File: src/rtl/mul_pkg.sv
// -----------------------------------------------------------------------------
// mul_pkg
// Shared definitions for the iterative shift-add multiplier (mul_seq).
//   MUL_WIDTH   : default operand width; the product is 2*MUL_WIDTH bits
//   MUL_CNT_W   : width of the step counter for the default operand width
//   mul_state_t : control FSM states (IDLE, RUN, DONE)
// -----------------------------------------------------------------------------
package mul_pkg;

    localparam int unsigned MUL_WIDTH = 16;
    localparam int unsigned MUL_CNT_W = $clog2(MUL_WIDTH);

    typedef enum logic [1:0] {
        IDLE = 2'd0,
        RUN  = 2'd1,
        DONE = 2'd2
    } mul_state_t;

endpackage

File: src/rtl/mul_seq_if.sv
// -----------------------------------------------------------------------------
// mul_seq_if
// Operand/result bundle between the ALU and the sequential multiplier.
//   start     : request a multiply (ALU -> multiplier)
//   mul1      : multiplicand magnitude, WIDTH bits
//   mul2      : multiplier magnitude, WIDTH bits
//   busy      : multiply in progress
//   done      : one-cycle pulse, mulresult valid
//   mulresult : 2*WIDTH-bit unsigned product
// Modports: master = ALU side, slave = multiplier side.
// -----------------------------------------------------------------------------
interface mul_seq_if
    import mul_pkg::*;
#(
    parameter int unsigned WIDTH = MUL_WIDTH
);

    logic                   start;
    logic [WIDTH-1:0]       mul1;
    logic [WIDTH-1:0]       mul2;
    logic                   busy;
    logic                   done;
    logic [2*WIDTH-1:0]     mulresult;

    modport master (
        output start, mul1, mul2,
        input  busy, done, mulresult
    );

    modport slave (
        input  start, mul1, mul2,
        output busy, done, mulresult
    );

endinterface

File: src/rtl/mul_seq.sv
// -----------------------------------------------------------------------------
// mul_seq
// Iterative WIDTH x WIDTH unsigned shift-add multiplier. One partial product
// is accumulated per RUN cycle; the 2*WIDTH-bit product is published on the
// done pulse and held until the next accepted start.
//
// Ports:
//   clk    : rising-edge clock
//   reset  : synchronous, active-high reset (priority over start)
//   bus    : mul_seq_if.slave (start, mul1, mul2 in; busy, done, mulresult out)
//
// Build option:
//   MUL_SEQ_EARLY_EXIT_EN - when defined, RUN ends as soon as the remaining
//   multiplier bits are all zero; otherwise latency is fixed at WIDTH+1 edges.
// -----------------------------------------------------------------------------
module mul_seq
    import mul_pkg::*;
#(
    parameter int unsigned WIDTH = MUL_WIDTH
) (
    input  logic       clk,
    input  logic       reset,
    mul_seq_if.slave   bus
);

    localparam int unsigned PW    = 2 * WIDTH;
    localparam int unsigned CNT_W = (WIDTH > 1) ? $clog2(WIDTH) : 1;
    localparam logic [CNT_W-1:0] CNT_LAST = CNT_W'(WIDTH - 1);

    mul_state_t         state_q;
    logic [PW-1:0]      mcand_q;
    logic [WIDTH-1:0]   mplier_q;
    logic [PW-1:0]      acc_q;
    logic [CNT_W-1:0]   cnt_q;
    logic               busy_q;
    logic               done_q;
    logic [PW-1:0]      result_q;

    logic [PW-1:0]      acc_d;
    logic [WIDTH-1:0]   mplier_d;
    logic               last_d;

    // One shift-add step; the accumulator never overflows since the final
    // product of two WIDTH-bit magnitudes fits in 2*WIDTH bits.
    always_comb begin
        acc_d    = acc_q;
        if (mplier_q[0]) begin
            acc_d = acc_q + mcand_q;
        end
        mplier_d = mplier_q >> 1;
        last_d   = (cnt_q == CNT_LAST);
`ifdef MUL_SEQ_EARLY_EXIT_EN
        // No set bits left: remaining steps would add nothing.
        last_d   = last_d || (mplier_d == '0);
`endif
    end

    always_ff @(posedge clk) begin
        if (reset) begin
            state_q  <= IDLE;
            mcand_q  <= '0;
            mplier_q <= '0;
            acc_q    <= '0;
            cnt_q    <= '0;
            busy_q   <= 1'b0;
            done_q   <= 1'b0;
            result_q <= '0;
        end else begin
            case (state_q)
                // DONE shares IDLE's accept path so back-to-back starts
                // lose no cycle.
                IDLE, DONE: begin
                    done_q <= 1'b0;
                    if (bus.start) begin
                        mcand_q  <= PW'(bus.mul1);
                        mplier_q <= bus.mul2;
                        acc_q    <= '0;
                        cnt_q    <= '0;
                        busy_q   <= 1'b1;
                        state_q  <= RUN;
                    end else begin
                        state_q  <= IDLE;
                    end
                end

                RUN: begin
                    acc_q    <= acc_d;
                    mcand_q  <= mcand_q << 1;
                    mplier_q <= mplier_d;
                    cnt_q    <= cnt_q + CNT_W'(1);
                    if (last_d) begin
                        result_q <= acc_d;
                        busy_q   <= 1'b0;
                        done_q   <= 1'b1;
                        state_q  <= DONE;
                    end
                end

                default: begin
                    busy_q  <= 1'b0;
                    done_q  <= 1'b0;
                    state_q <= IDLE;
                end
            endcase
        end
    end

    assign bus.busy      = busy_q;
    assign bus.done      = done_q;
    assign bus.mulresult = result_q;

endmodule

File: src/flat_wrapper.sv
// flat-port wrapper written by rule: the top's interface ports become plain ports
module mul_seq_flat import mul_pkg::*;
#(
    parameter int unsigned WIDTH = MUL_WIDTH
)
  (clk, reset, bus_start, bus_mul1, bus_mul2, bus_busy, bus_done, bus_mulresult);
  mul_seq_if #(.WIDTH(WIDTH)) bus_i ();
  input  logic clk;
  input  logic reset;
  input wire logic [$bits(bus_i.start)-1:0] bus_start;
  input wire logic [$bits(bus_i.mul1)-1:0] bus_mul1;
  input wire logic [$bits(bus_i.mul2)-1:0] bus_mul2;
  output wire logic [$bits(bus_i.busy)-1:0] bus_busy;
  output wire logic [$bits(bus_i.done)-1:0] bus_done;
  output wire logic [$bits(bus_i.mulresult)-1:0] bus_mulresult;
  assign bus_i.start = bus_start;
  assign bus_i.mul1 = bus_mul1;
  assign bus_i.mul2 = bus_mul2;
  assign bus_busy = bus_i.busy;
  assign bus_done = bus_i.done;
  assign bus_mulresult = bus_i.mulresult;
  mul_seq #(.WIDTH(WIDTH)) u_core (.clk(clk), .reset(reset), .bus(bus_i));
endmodule
File: config.mk
export PLATFORM = sky130hd
export DESIGN_NAME = mul_seq_flat
export DESIGN_NICKNAME = d
export VERILOG_FILES = /design/src/rtl/mul_pkg.sv /design/src/rtl/mul_seq_if.sv /design/src/rtl/mul_seq.sv /design/src/flat_wrapper.sv
export SDC_FILE = /design/constraint.sdc
export NUM_CORES = 1
export LEC_CHECK = 0
export CAP_MARGIN = 20
export CORE_MARGIN = 4
export CORE_UTILIZATION = 51
export CTS_CLUSTER_DIAMETER = 120
export DETAILED_ROUTE_END_ITERATION = 10
export GPL_TIMING_DRIVEN = 0
export PLACE_DENSITY = 0.76
export RECOVER_POWER = 50
export SLEW_MARGIN = 5
export SYNTH_ARGS = -nofsm -noshare
export SYNTH_HDL_FRONTEND = slang
export SYNTH_SLANG_ARGS = --single-unit
export TNS_END_PERCENT = 100
File: constraint.sdc
create_clock -name clk -period 2.83 [get_ports clk]
set_clock_uncertainty 0.05 [all_clocks]
set_input_delay 0.283 -clock clk [delete_from_list [all_inputs] [get_ports clk]]
set_output_delay 0.283 -clock clk [all_outputs]
set_load 0.02 [all_outputs]
== Yosys cells after proc, flatten, opt, wreduce, memory -nomap -nowiden ==
Cells that the tools add are included.

* $add $sub $neg: 2
* Multipliers: 0
* Divide/modulo/power cells: 0
* Order comparisons: 0
* Equal/unequal tests: 5
* Shifts and indexed selects: 0
* Multiplexer cells: 15
* Bitwise operators: 1
* Reductions and logical operators: 7

{| class="wikitable"
|+ Operators by type and width
! kind !! count
|-
| 32-bit one-hot mux with 2 select lines || 2
|-
| 32-bit two-way mux || 3
|-
| 32-bit adder || 1
|-
| 16-bit one-hot mux with 2 select lines || 1
|-
| 16-bit two-way mux || 1
|-
| 4-bit one-hot mux with 2 select lines || 1
|-
| 2-bit AND reduction || 3
|-
| 4-bit by 1-bit adder with 4-bit output (second input constant) || 1
|-
| 4-bit == test (second input constant) || 1
|-
| 4-bit two-way mux || 1
|-
| 2-bit one-hot mux with 2 select lines || 1
|-
| 2-bit OR reduction || 2
|-
| 1-bit two-way mux || 3
|-
| 2-bit by 1-bit == test with 1-bit output (second input constant) || 1
|-
| 2-bit == test (second input constant) || 1
|-
| 2-bit zero test || 1
|-
| 2-bit two-way mux || 1
|-
| 2-bit by 1-bit != test with 1-bit output (second input constant) || 1
|-
| 2-bit != test (second input constant) || 1
|-
| 1-bit one-hot mux with 2 select lines || 1
|-
| 2-bit nonzero test || 1
|-
| 1-bit inverter || 1
|}

* Bits in registers: 120
* Bits in latches: 0
* Memory bits (writable): 0
* Bits in read-only memories: 0
* Output and inout port bits: 34
* Logic and storage cells: 38
* Memories kept: 0

== Longest topological paths before layout ==
* Word-level depth: 4
* Gate-level depth with buffers: 11
* Mapped depth without buffers: 11

== Least setup slack after synthesis ==
No wires, ideal clock.

* Path kind: register to register
* From: register u_core.acc_q[0]
* To: register u_core.result_q[20], in the netlist u_core.bus.mulresult[20]
* Setup time: 0.116 ns
* Arrival: 2.507 ns
* Slack: 0.158 ns
* Cell stages (with the launch flop): 12
* Buffers on the path: 0
* Clock period less this slack: 2.672 ns
* Path through: dfxtp_1 > ha_1 > fa_1 > a21o_1 > a21oi_1 > o21ai_4 > a2111oi_4 > nor3_2 > o22ai_2 > xor2_1 > a211oi_1 > a31o_1

* Cells in the longest elaborated chain, start to end: 2

{| class="wikitable"
|+ Ends and longest elaborated chain
! element !! RTL line !! source
|-
| from (decl) || mul_seq.sv:33 || <nowiki>logic [PW-1:0] acc_q;</nowiki>
|-
| from (signal assigned) || mul_seq.sv:63 || <nowiki>acc_q <= '0;</nowiki>
|-
| from (signal assigned) || mul_seq.sv:77 || <nowiki>acc_q <= '0;</nowiki>
|-
| from (signal assigned) || mul_seq.sv:87 || <nowiki>acc_q <= acc_d;</nowiki>
|-
| 32-bit adder || mul_seq.sv:48 || <nowiki>acc_d = acc_q + mcand_q;</nowiki>
|-
| 32-bit two-way mux || mul_seq.sv:47 || <nowiki>if (mplier_q[0]) begin</nowiki>
|-
| to (signal assigned) || mul_seq.sv:67 || <nowiki>result_q <= '0;</nowiki>
|-
| to (signal assigned) || mul_seq.sv:92 || <nowiki>result_q <= acc_d;</nowiki>
|-
| to (decl) || mul_seq.sv:37 || <nowiki>logic [PW-1:0] result_q;</nowiki>
|}

Every way passes these cells.
A chain may end at the register's enable or synchronous reset.

== Worst setup path in the final report ==
Same ends and word-level chain as after synthesis.

==> metrics.txt <==
total CTS buffers=17; CP endpoint kind=flop; Die Area=13630 um2; yosys warns=0; DP Wirelength=between 10000 and 15000 um; Residual DRC=0; commonest non-fill, non-tap cells in the layout=dfxtp_1 (120), nand2_1 (80), nor2_1 (59), a21oi_1 (59), o21ai_0 (46); number of synthesized flops with an enable pin=0; root buf cell=clkbuf_16; CTS tree=yes; GPL Wtd Cong=0.9973; Required @ worst endpoint=between 3000 and 4000 ps; initial DRC count=between 300 and 400; max cap viols=0; Pwr Total=approximately 4.5 mW; DR WL/cell=18.60 um; grt ovf=0; PortBufs=67; Die Ht=about 120 um; clock buffer depth=2; Avg Synthesized Cell Area=between 8 and 9 um2; CTS Sinks=120; CP max FO=4; post-synthesis sequential area ratio=between 30 and 40%; area grow syn2layout=26.46%; setup ws final=71.77 ps; RSZ-0062 raised after global routing=false; die width=116.8 um; antenna violations before repair=0; Final period util=between 90% and 100%; Slew @ Worst Pin=1029 ps; Total GRT Usage=26.43%; via/cell ratio=between 6 and 7; CP Launch Type=flop; Mapped Cells=between 600 and 700; vias=around 5700; Final min period=2758 ps; synth top area cells=dfxtp_1 (40%), ha_1 (6.6%), a21oi_1 (5.1%), nand2_1 (5.0%), a22o_1 (4.2%); PwrDens=approximately 580 nW/um2; syn_nets=between 700 and 800; worst skew pair latency=between 400 and 500 ps; CORE AREA=about 12000 um2; Post-Place Setup Slack=-243.1 ps; H-tree depth=4; Main synth FF type=dfxtp_1; largest net degree at the start of global routing=17; global-route wire length before repair=between 20000 and 30000 um; Initial Utilization=52.39%; combinational share of power=roughly 8.6%; mapped cell area=between 6000 and 7000 um2; total net switching power=approximately 1.1 mW; flip-flop and latch count after synthesis=120; maximum vdd drop=0.0006122 V; min-delay worst type=input pin to flop; Ant. Diodes=0; most common cell after layout, fill and taps aside=dfxtp_1; worst relative slew slack=a little under a third; leakage power=approximately 3 nW; Fmax=about 0.36 GHz; final setup violation count=0; WS Path Type=flop to flop; Crit path arrival time=3070 ps; Switching Fraction=between 20% and 30%; most area-hungry cell type in the Yosys netlist=dfxtp_1; post-synth top area share=roughly 40%; Worst-path clk slew=~60 ps; status=finished clean; Cell variety after synth=just over 60; Async S/R FF share, synth=0%; setup slack, reg-to-reg=around 72 ps; fillers=around 980; Pint=between 3 and 4 mW; first drt pass iteration count=5; I/O pin total=69; final hold vios=0; number of global-route vias before repair=between 5000 and 6000; Cell Rows=39; ANT nets after route=0; Nets=855; Total Wirelength=approximately 18000 um; part of the power in registers=roughly two fifths; layout cell share with drive strength beyond 1=under 10%; fin. max-slew vios=0; clock network power share=between 50% and 60%
[stage by stage]
step                TNS (ps)  hold WS, ps  instances  area, um2  utilization (%)
global placement      -861.6        387.3        908       6883            59.77
finish                     0        379.5        943       7630            66.25
CTS                        0        382.7        942       7569            65.72
detailed placement     -1350        399.8        908       6883            59.77
global route               0        432.2        943       7630            66.25
floorplan                  0        387.3        698       6033                -
[routing by layer]
metal / GRT usage, % / share of wire (%) / vias up
li1: - / - / 2742
met1: 33.60 / 43 / 2695
met2: 43.95 / 48 / 203
met3: 6.010 / 6.2 / 41
met4: 9.633 / 2.8 / 0
met5: 0 / 0 / -
[sequential cells by signal, summed over array words and instances (netlist names)]
signal / cells
u_core.mcand_q: 32
u_core.acc_q: 32
u_core.cnt_q: 4
u_core.bus.done: 1
u_core.mplier_q: 16
u_core.state_q: 2
u_core.bus.busy: 1
u_core.bus.mulresult: 32
[worst paths after layout]
| check | cells after the start | startpoint | end |
|---|---|---|---|
| setup / recovery | 11 | u_core.acc_q[0] | u_core.bus.mulresult[20] |
| hold / removal | 3 | reset | u_core.acc_q[31] |
| setup reg to reg | 11 | u_core.acc_q[0] | u_core.bus.mulresult[20] |
| hold reg to reg | 2 | u_core.bus.mulresult[7] | u_core.bus.mulresult[7] |
[power groups by stage]
stage	combinational, mW	sequential [mW]	clock (mW)
5_1_grt	0.420	1.78	2.39
6_report	0.385	1.77	2.30
3_5_place_dp	0.372	1.81	0
2_1_floorplan	0.236	1.80	0
3_3_place_gp	0.362	1.80	0
4_1_cts	0.378	1.77	2.31
[Yosys cell counts, types with 2 or more instances]
cell type / count
o31a_1: 2
mux2i_1: 12
a21o_1: 11
or3_1: 4
a31oi_1: 7
and4_1: 4
nor2_1: 59
nor2b_1: 6
buf_2: 2
and2_1: 2
xnor2_1: 18
buf_1: 5
dfxtp_1: 120
clkbuf_1: 31
ha_1: 32
and3_1: 3
a2111oi_4: 2
a21oi_1: 61
o21ai_1: 9
inv_1: 10
xor2_1: 11
o21a_1: 7
nand3_1: 5
nand2b_1: 3
nand2_1: 81
o21ai_0: 46
o221ai_1: 3
o41ai_2: 2
buf_6: 2
a22o_1: 29
o22ai_1: 16
a22oi_1: 18
nor3_1: 22
nor4_1: 2
o31ai_1: 2
nand4_1: 9
a21oi_2: 2
o21bai_1: 5
a211oi_1: 11
[repair_timing]
action | CTS | global route
resized for setup | 8 | 11
endpoints found under the setup margin | 15 | 19
pin swaps | 4 | 4
cloned | 0 | 0
buffers inserted | 2 | 1
hold buffers | 0 | 0
[final cells by class]
class                   instances  area (um2)  share of cell area (%)
well taps                     143       178.9                   2.345
plain buffers                  40       170.2                   2.230
clock buffers                  20       456.7                   5.986
clock inverters                12       173.9                   2.279
flip-flops and latches        120        2402                   31.49
inverters                      10       37.54                  0.4920
multi-input cells             528        3517                   46.10
repair buffers                 70       693.2                   9.085
[cell families after synthesis]
group	share of synthesized area [%]
compound gates	27.52
mux	2.406
xor+xnor	4.210
simple gates	15.68
buf+inv	3.401
flops	39.82
fa+ha+maj	6.968
[worst max-delay path, stage by stage, from the launching register on]
cell       delay [ps]
dfxtp_1           330
ha_2              220
fa_2              370
a21o_1            200
a21oi_4           160
o21ai_4           110
a2111oi_4         380
nor3_4            100
o22ai_4           160
xor2_1            120
a211oi_1          360
a31o_1            150
Power figures use the tool's default switching activity.
